--- src/rtl/rotary_quad_decoder.sv ---
// Quadrature rotary-encoder decoder: per-channel synchronizer and debounce filter
// feeding a detent-tracking FSM that emits one event and a position step per detent.
`timescale 1ns/1ps
module rotary_quad_decoder #(
  parameter int unsigned DEBOUNCE_CYCLES = 4
) (
  input  logic       clock,
  input  logic       reset,
  input  logic       rotary_a,
  input  logic       rotary_b,
  output logic       rotary_event,
  output logic       rotary_left,
  output logic [7:0] position,
  output logic [2:0] dbg_state_o
);

  typedef enum logic [2:0] {
    REST   = 3'd0,
    CW1    = 3'd1,
    CW2    = 3'd2,
    CW3    = 3'd3,
    CCW1   = 3'd4,
    CCW2   = 3'd5,
    CCW3   = 3'd6,
    RESYNC = 3'd7
  } state_t;

  localparam logic [15:0] CNT_MAX = 16'(DEBOUNCE_CYCLES - 1);

  // Bit 1 is channel A, bit 0 is channel B, so filt_q is the FSM code {a,b}.
  logic [1:0]  sync1_q, sync2_q;
  logic [1:0]  filt_q, filt_d;
  logic [15:0] cnt_q [2];
  logic [15:0] cnt_d [2];

  state_t      state_q, state_d;
  logic        event_q, event_d;
  logic        left_q, left_d;
  logic [7:0]  pos_q, pos_d;
  logic [1:0]  code;

  assign code = filt_q;

  always_ff @(posedge clock) begin
    if (reset) begin
      sync1_q <= 2'b11;
      sync2_q <= 2'b11;
      filt_q  <= 2'b11;
      cnt_q[0] <= 16'd0;
      cnt_q[1] <= 16'd0;
    end else begin
      sync1_q <= {rotary_a, rotary_b};
      sync2_q <= sync1_q;
      filt_q  <= filt_d;
      cnt_q[0] <= cnt_d[0];
      cnt_q[1] <= cnt_d[1];
    end
  end

  // A channel must disagree with its filtered value for DEBOUNCE_CYCLES clocks in a row.
  always_comb begin
    filt_d = filt_q;
    for (int i = 0; i < 2; i++) begin
      cnt_d[i] = 16'd0;
      if (sync2_q[i] != filt_q[i]) begin
        if (cnt_q[i] == CNT_MAX) begin
          filt_d[i] = sync2_q[i];
        end else begin
          cnt_d[i] = cnt_q[i] + 16'd1;
        end
      end
    end
  end

  always_ff @(posedge clock) begin
    if (reset) begin
      state_q <= REST;
      event_q <= 1'b0;
      left_q  <= 1'b0;
      pos_q   <= 8'h00;
    end else begin
      state_q <= state_d;
      event_q <= event_d;
      left_q  <= left_d;
      pos_q   <= pos_d;
    end
  end

  always_comb begin
    state_d = state_q;
    case (state_q)
      REST: begin
        case (code)
          2'b01:   state_d = CW1;
          2'b10:   state_d = CCW1;
          2'b00:   state_d = RESYNC;
          default: state_d = REST;
        endcase
      end
      CW1: begin
        case (code)
          2'b00:   state_d = CW2;
          2'b11:   state_d = REST;
          2'b10:   state_d = RESYNC;
          default: state_d = CW1;
        endcase
      end
      CW2: begin
        case (code)
          2'b10:   state_d = CW3;
          2'b01:   state_d = CW1;
          2'b11:   state_d = RESYNC;
          default: state_d = CW2;
        endcase
      end
      CW3: begin
        case (code)
          2'b11:   state_d = REST;
          2'b00:   state_d = CW2;
          2'b01:   state_d = RESYNC;
          default: state_d = CW3;
        endcase
      end
      CCW1: begin
        case (code)
          2'b00:   state_d = CCW2;
          2'b11:   state_d = REST;
          2'b01:   state_d = RESYNC;
          default: state_d = CCW1;
        endcase
      end
      CCW2: begin
        case (code)
          2'b01:   state_d = CCW3;
          2'b10:   state_d = CCW1;
          2'b11:   state_d = RESYNC;
          default: state_d = CCW2;
        endcase
      end
      CCW3: begin
        case (code)
          2'b11:   state_d = REST;
          2'b00:   state_d = CCW2;
          2'b10:   state_d = RESYNC;
          default: state_d = CCW3;
        endcase
      end
      default: begin
        if (code == 2'b11) state_d = REST;
      end
    endcase
  end

  // Only leaving CW3/CCW3 for REST completes a detent; direction is held otherwise.
  always_comb begin
    event_d = 1'b0;
    left_d  = left_q;
    pos_d   = pos_q;
    if (code == 2'b11) begin
      if (state_q == CW3) begin
        event_d = 1'b1;
        left_d  = 1'b0;
        pos_d   = pos_q + 8'd1;
      end else if (state_q == CCW3) begin
        event_d = 1'b1;
        left_d  = 1'b1;
        pos_d   = pos_q - 8'd1;
      end
    end
  end

  assign rotary_event = event_q;
  assign rotary_left  = left_q;
  assign position     = pos_q;
  assign dbg_state_o  = state_q;

endmodule

--- config.mk ---
export PLATFORM = sky130hd
export DESIGN_NAME = rotary_quad_decoder
export DESIGN_NICKNAME = d
export VERILOG_FILES = /design/src/rtl/rotary_quad_decoder.sv
export SDC_FILE = /design/constraint.sdc
export NUM_CORES = 1
export LEC_CHECK = 0
export ABC_AREA = 1
export BUFFER_PORTS_ARGS = -buffer_cell sky130_fd_sc_hd__buf_2
export CORE_ASPECT_RATIO = 1.25
export CORE_UTILIZATION = 60
export DETAILED_ROUTE_END_ITERATION = 8
export GPL_ROUTABILITY_DRIVEN = 1
export HOLD_SLACK_MARGIN = 0.06
export PLACE_DENSITY = 0.85
export SETUP_SLACK_MARGIN = 0.05
export SLEW_MARGIN = 25
export SYNTH_ARGS = -nofsm -noshare
export SYNTH_HDL_FRONTEND = slang
export SYNTH_SLANG_ARGS = --single-unit
--- constraint.sdc ---
create_clock -name clock -period 2.6 [get_ports clock]
set_clock_uncertainty 0.2 [all_clocks]
set_input_delay 0.52 -clock clock [delete_from_list [all_inputs] [get_ports clock]]
set_output_delay 0.52 -clock clock [all_outputs]
set_load 0.005 [all_outputs]
=== Word level (Yosys, flattened, before mapping) ===
Memories as Yosys holds them, arrays and structs flattened.
Cells that the tools add are included.

* Bits in registers: 19
* Memories kept: 1
* Output and inout bits: 13
* RAM bits: 32
* Word-level logic and storage cells: 61
* Bits of input ports: 4

{| class="wikitable"
|+ Memory list
! memory !! words !! width !! read ports !! clocked after Yosys merged registers in !! wr ports !! RTL line !! source
|-
| cnt_q || 2 || 16 || 2 || 0 || 2 || 33 || <nowiki>logic [15:0] cnt_q [2];</nowiki>
|}

* Reductions and logical operators: 8
* Eq/ne operators: 13
* Multiplexer cells: 24
* Bitwise gates (word level): 3
* Add/sub/neg operators: 4

{| class="wikitable"
|+ Operators with widths
! operator !! number
|-
| 16-bit two-way mux || 6
|-
| 3-bit case mux with 3 select lines || 6
|-
| 16-bit by 1-bit adder with 16-bit output (second input constant) || 2
|-
| 16-bit by 2-bit == test with 1-bit output (second input constant) || 2
|-
| 3-bit case mux with 7 select lines || 1
|-
| 8-bit two-way mux || 2
|-
| 3-bit == test (second input constant) || 3
|-
| 8-bit by 1-bit adder with 8-bit output (second input constant) || 1
|-
| 8-bit nonzero test || 1
|-
| 8-bit by 1-bit subtractor with 8-bit output (second input constant) || 1
|-
| 1-bit two-way mux || 7
|-
| 3-bit by 2-bit == test with 1-bit output (second input constant) || 2
|-
| 2-bit case mux with 3 select lines || 1
|-
| 2-bit AND reduction || 3
|-
| 2-bit == test (second input constant) || 2
|-
| 3-bit by 1-bit == test with 1-bit output (second input constant) || 1
|-
| 3-bit logical NOT || 1
|-
| 3-bit two-way mux || 1
|-
| 2-bit by 1-bit == test with 1-bit output (second input constant) || 1
|-
| 2-bit logical NOT || 1
|-
| 1-bit inequality test || 2
|-
| 1-bit OR || 2
|-
| 2-bit nonzero test || 1
|-
| 2-bit OR reduction || 1
|-
| 1-bit NOT || 1
|}

=== Longest topological paths before layout ===
An unclocked memory read counts as a cell.

* Depth after elaboration: 5
* Mapped depth: 12
* Mapped depth without buffers: 11

=== Worst setup path after synthesis ===
No wires, ideal clock.

* Path kind: register -> register
* From: register state_q[2], in the netlist dbg_state_o[2]
* To: register pos_q[7], in the netlist position[7]
* Stages on the path, launching flop included: 12
* Arrival time: 1.653 ns
* Setup time: 0.109 ns
* Path buffers: 1
* Setup slack: 0.638 ns
* Data required time: 2.291 ns
* Clock period less this slack: 1.962 ns
* Cell sequence: dfxtp_1 > buf_4 > inv_4 > nand3_4 > ha_1 > or2_2 > nand3_1 > nand2_1 > nand2_1 > nand3_2 > nand2_1 > inv_1

* Word-level cells in the longest chain between the ends: 3
* Elaborated cells between the ends (all ways): 5
* Those cells by class: eq/ne (2); mux (1); reduce/logical (2)

{| class="wikitable"
|+ RTL lines
! item !! RTL line !! source
|-
| from (decl) || 36 || <nowiki>state_t state_q, state_d;</nowiki>
|-
| from (signal assigned) || 82 || <nowiki>state_q <= state_d;</nowiki>
|-
| 3-bit by 2-bit == test with 1-bit output / 3-bit == test (equally long branches) || 160, 164 ||
|-
| 2-bit nonzero test (no source line) || - ||
|-
| 2-bit AND reduction (no source line) || - ||
|-
| to (signal assigned) || 85 || <nowiki>pos_q <= pos_d;</nowiki>
|-
| to (decl) || 39 || <nowiki>logic [7:0] pos_q, pos_d;</nowiki>
|}

Parallel ways exist; a longest one is shown, timed or not.
A chain may end at the register's enable or synchronous reset.

=== Worst setup path after layout ===
Ends and elaborated chain as after synthesis.

==> results by group <==
Cells and area
  • Ratio of cells with drive above 1 in the final layout: 14.8%
  • Number of fill cells in the layout: 409
  • Antenna cells: 0
  • Area growth, synth to finish: 6.49%
  • Total Nets Final: 460

Clocking
  • Sinks on the clock net: 51
  • Clock input transition at the sequential cells of the worst setup and hold paths: 0.10 ns
  • Later-pin clock latency in the skew report: 0.31 ns
  • TritonCTS clock tree: yes
  • Clk Tree Root Cell: sky130_fd_sc_hd__clkbuf_8
  • Post-CTS setup-driven buffer insertion count: 0
  • CTS Hold Buffers Added: 0
  • Maximum count of clock buffers along a single path: 2
  • H-tree depth: 2
  • Number of buffers created by CTS: 5
  • Post-cts gate resize count: 0

Worst setup path
  • Kind of critical path: reg2reg
  • Most numerous cell on the critical path: sky130_fd_sc_hd__nand2_1
  • Internal reg-to-reg setup slack: 0.47 ns
  • Nature of the critical path endpoint: flop
  • Slowest Stage Delay on Critical Path: 0.56 ns
  • Critical Path Slowest Stage Cell: sky130_fd_sc_hd__dfxtp_1
  • Worst setup SP type: flop
  • Worst path arrival time: 2.15 ns
  • Cells traversed along the worst timing path: inv_4, nand3_4, ha_1, or2_2, nand3_1, nand2_1, nand2_1, nand3_2, nand2_1, inv_1
  • Critical path buffers and inverters: 2
  • Family of cells with the greatest summed delay on the critical path: simple AND/OR/NAND/NOR gates
  • Required time worst endpoint: 2.62 ns
  • Peak fanout along the critical path: 12

Synth
  • Post-synth cell types: 30
  • Leading post-synthesis cells by cell area: sky130_fd_sc_hd__dfxtp_1, sky130_fd_sc_hd__nand2_1, sky130_fd_sc_hd__inv_1
  • Commonest cells in the netlist: sky130_fd_sc_hd__nand2_1, sky130_fd_sc_hd__inv_1, sky130_fd_sc_hd__dfxtp_1
  • Post-synthesis compound-gate area fraction: 9.11%
  • Mux share of post-synthesis cell area: 0%
  • Main combinational cell family by area after synthesis: simple AND/OR/NAND/NOR gates
  • Synthesis warning total: 0
  • Most frequent cell after synthesis: sky130_fd_sc_hd__nand2_1
  • Sequential cell area fraction in the yosys report: 34.4%
  • Async SR Flop Fraction: 0%
  • Flip-flop and latch count after synthesis: 51
  • Adder and majority cell fraction of the synthesized area: 7.42%
  • Number of synthesized flops with an enable pin: 0
  • Library cell occupying the most area in the post-synthesis netlist: sky130_fd_sc_hd__dfxtp_1
  • Number of instances in the synthesized netlist: 422
  • Net count after synthesis: 443
  • Average cell area after synthesis: 7.03 µm²
  • Area share of xor/xnor cells in the synthesized design: 2.36%
  • Primary FF master, synth: sky130_fd_sc_hd__dfxtp_1
  • Post-Syn Area: 2970 µm²
  • Share of the synthesized area in the top cell type: 34.4%
  • Simple-Gate Fraction of Synth Area: 36.2%

Routing
  • WL per Instance: 11.6 µm
  • Count of routing violations after the opening detailed-route iteration: 236
  • Via density: 5.27
  • Via count: 2,635
  • Remaining antenna violation count: 0
  • Routed wire length: 5790 µm
  • Post-route DRC: 0
  • Initial DRT Pass Iterations: 4

Floorplan
  • Die ar.: 5230 µm²
  • Core Region: 4730 µm²
  • Die X-Extent: 64.9 µm
  • Die H: 80.6 µm
  • Count of pins on the block boundary: 17
  • Starting density of the core: 62.8%
  • Row count: 28

Power
  • Leak pwr: 1.31 nW
  • PD cells: 401 nW/µm²
  • Worst vdd rail ir drop: 0.292 mV

STA
  • Fmax: 470 MHz
  • Setup TNS after final layout: 0 ns
  • Setup repair after global routing missed its margin: false
  • WHS: 0.190 ns
  • Tcrit/Tclk final: 81.8%
  • Final hold vios: 0
  • Slew of the pin with the lowest slew margin: 0.468 ns
  • Slew HR: 68.6%
  • Final Max Slew Viols: 0
  • Total setup violations reported at the end of the flow: 0
  • Min Clock Period, post-route: 2.13 ns

Outcome
  • Outcome: finished, final reports clean

Place
  • Last weighted congestion value of the routability-driven placer: 0.891
  • Detailed placer's ending HPWL: 4360 µm
  • Number of port buffers: 16

GRT
  • Via count of the first global-routing pass: 2,580
  • Initial antenna violation count: 0
  • Overflow left after global routing: 0
  • Wire length of the first global-routing pass: 10,100 µm
  • Maximum number of pins on one net before global-route repair: 18
  • Total Routing Usage GR: 24.5%

Worst hold path
  • Worst min-delay path category: in2reg

Flow run
  • Max-cap violations: 0
==> flip-flops by register name (all words and copies together) (netlist names) <==
register	count
rotary_event	1
rotary_left	1
sync2_q	2
cnt_q	32
code	2
dbg_state_o	3
position	8
sync1_q	2
==> kinds of logic (layout without fill, tap and decap cells) <==
family,Yosys count,in the layout
AOI/OAI and AO/OA,48,48
xor gates and xnor gates,8,8
adders and majority gates,17,17
buffers and inverters,72,90
DFF,51,51
and+or+nand+nor,226,226
==> area by class of cell <==
type,instances,area [µm²],share of cell area (%)
clock buffer,5,68.8,2.18
timing repair buffer,17,87.6,2.77
inverter,65,248,7.84
clock inverter,3,25.0,0.792
multi-input combinational,299,1640,51.7
tap,60,75.1,2.38
sequential,51,1020,32.3
==> per-layer routing <==
layer | routed length, µm | share of wire, % | track usage (%) | vias to the layer above
met5 | 0 | 0 | 0 | -
met3 | 186 | 3.2 | 4.55 | 10
met2 | 2940 | 51 | 46.3 | 49
met1 | 2540 | 44 | 25.6 | 1185
met4 | 125 | 2.2 | 10.9 | 0
li1 | - | - | - | 1391
==> final timing paths <==
check,startpoint,to,depth (start not counted)
setup reg to reg,dbg_state_o[2],position[7],10
hold / removal,rotary_b,sync1_q[0],2
setup / recovery,dbg_state_o[2],position[7],10
hold reg to reg,sync1_q[1],sync2_q[1],1
==> per-stage QoR <==
step	area (µm²)	std cells	power [W]	setup slack, ns	utilization (%)
after global placement	3070	492	0.000821	0.570	64.8
after floorplan	2970	422	0.000818	0.638	-
after global routing	3160	500	0.00132	0.352	66.8
final	3160	500	0.00127	0.474	66.8
after detailed placement	3070	492	0.000821	0.491	64.8
after CTS	3160	500	0.00128	0.492	66.8
==> cell usage in the layout, fill, tap and decap left out, drive strengths merged <==
cell type	netlist	routed
clkinvlp	0	1
xnor2	2	2
fa	1	1
clkinv	1	3
buf	7	17
xor2	6	6
ha	16	16
nand2	97	97
nor2	46	46
a21oi	32	32
nand4	18	18
or2	8	8
nand3	41	41
nand3b	3	3
inv	64	64
clkbuf	0	5
o21ai	16	16
nor3	13	13
dfxtp	51	51
==> power by group <==
group / switching, W / total, W / internal (W) / leakage [nW]
sequential: 0.00000186 / 0.000786 / 0.000784 / 0.412
clock: 0.000271 / 0.000463 / 0.000193 / 0.0443
combinational: 0.0000117 / 0.0000171 / 0.00000540 / 0.855
total: 0.000284 / 0.00127 / 0.000982 / 1.31
No activity file was read; power rests on OpenSTA's default activity.
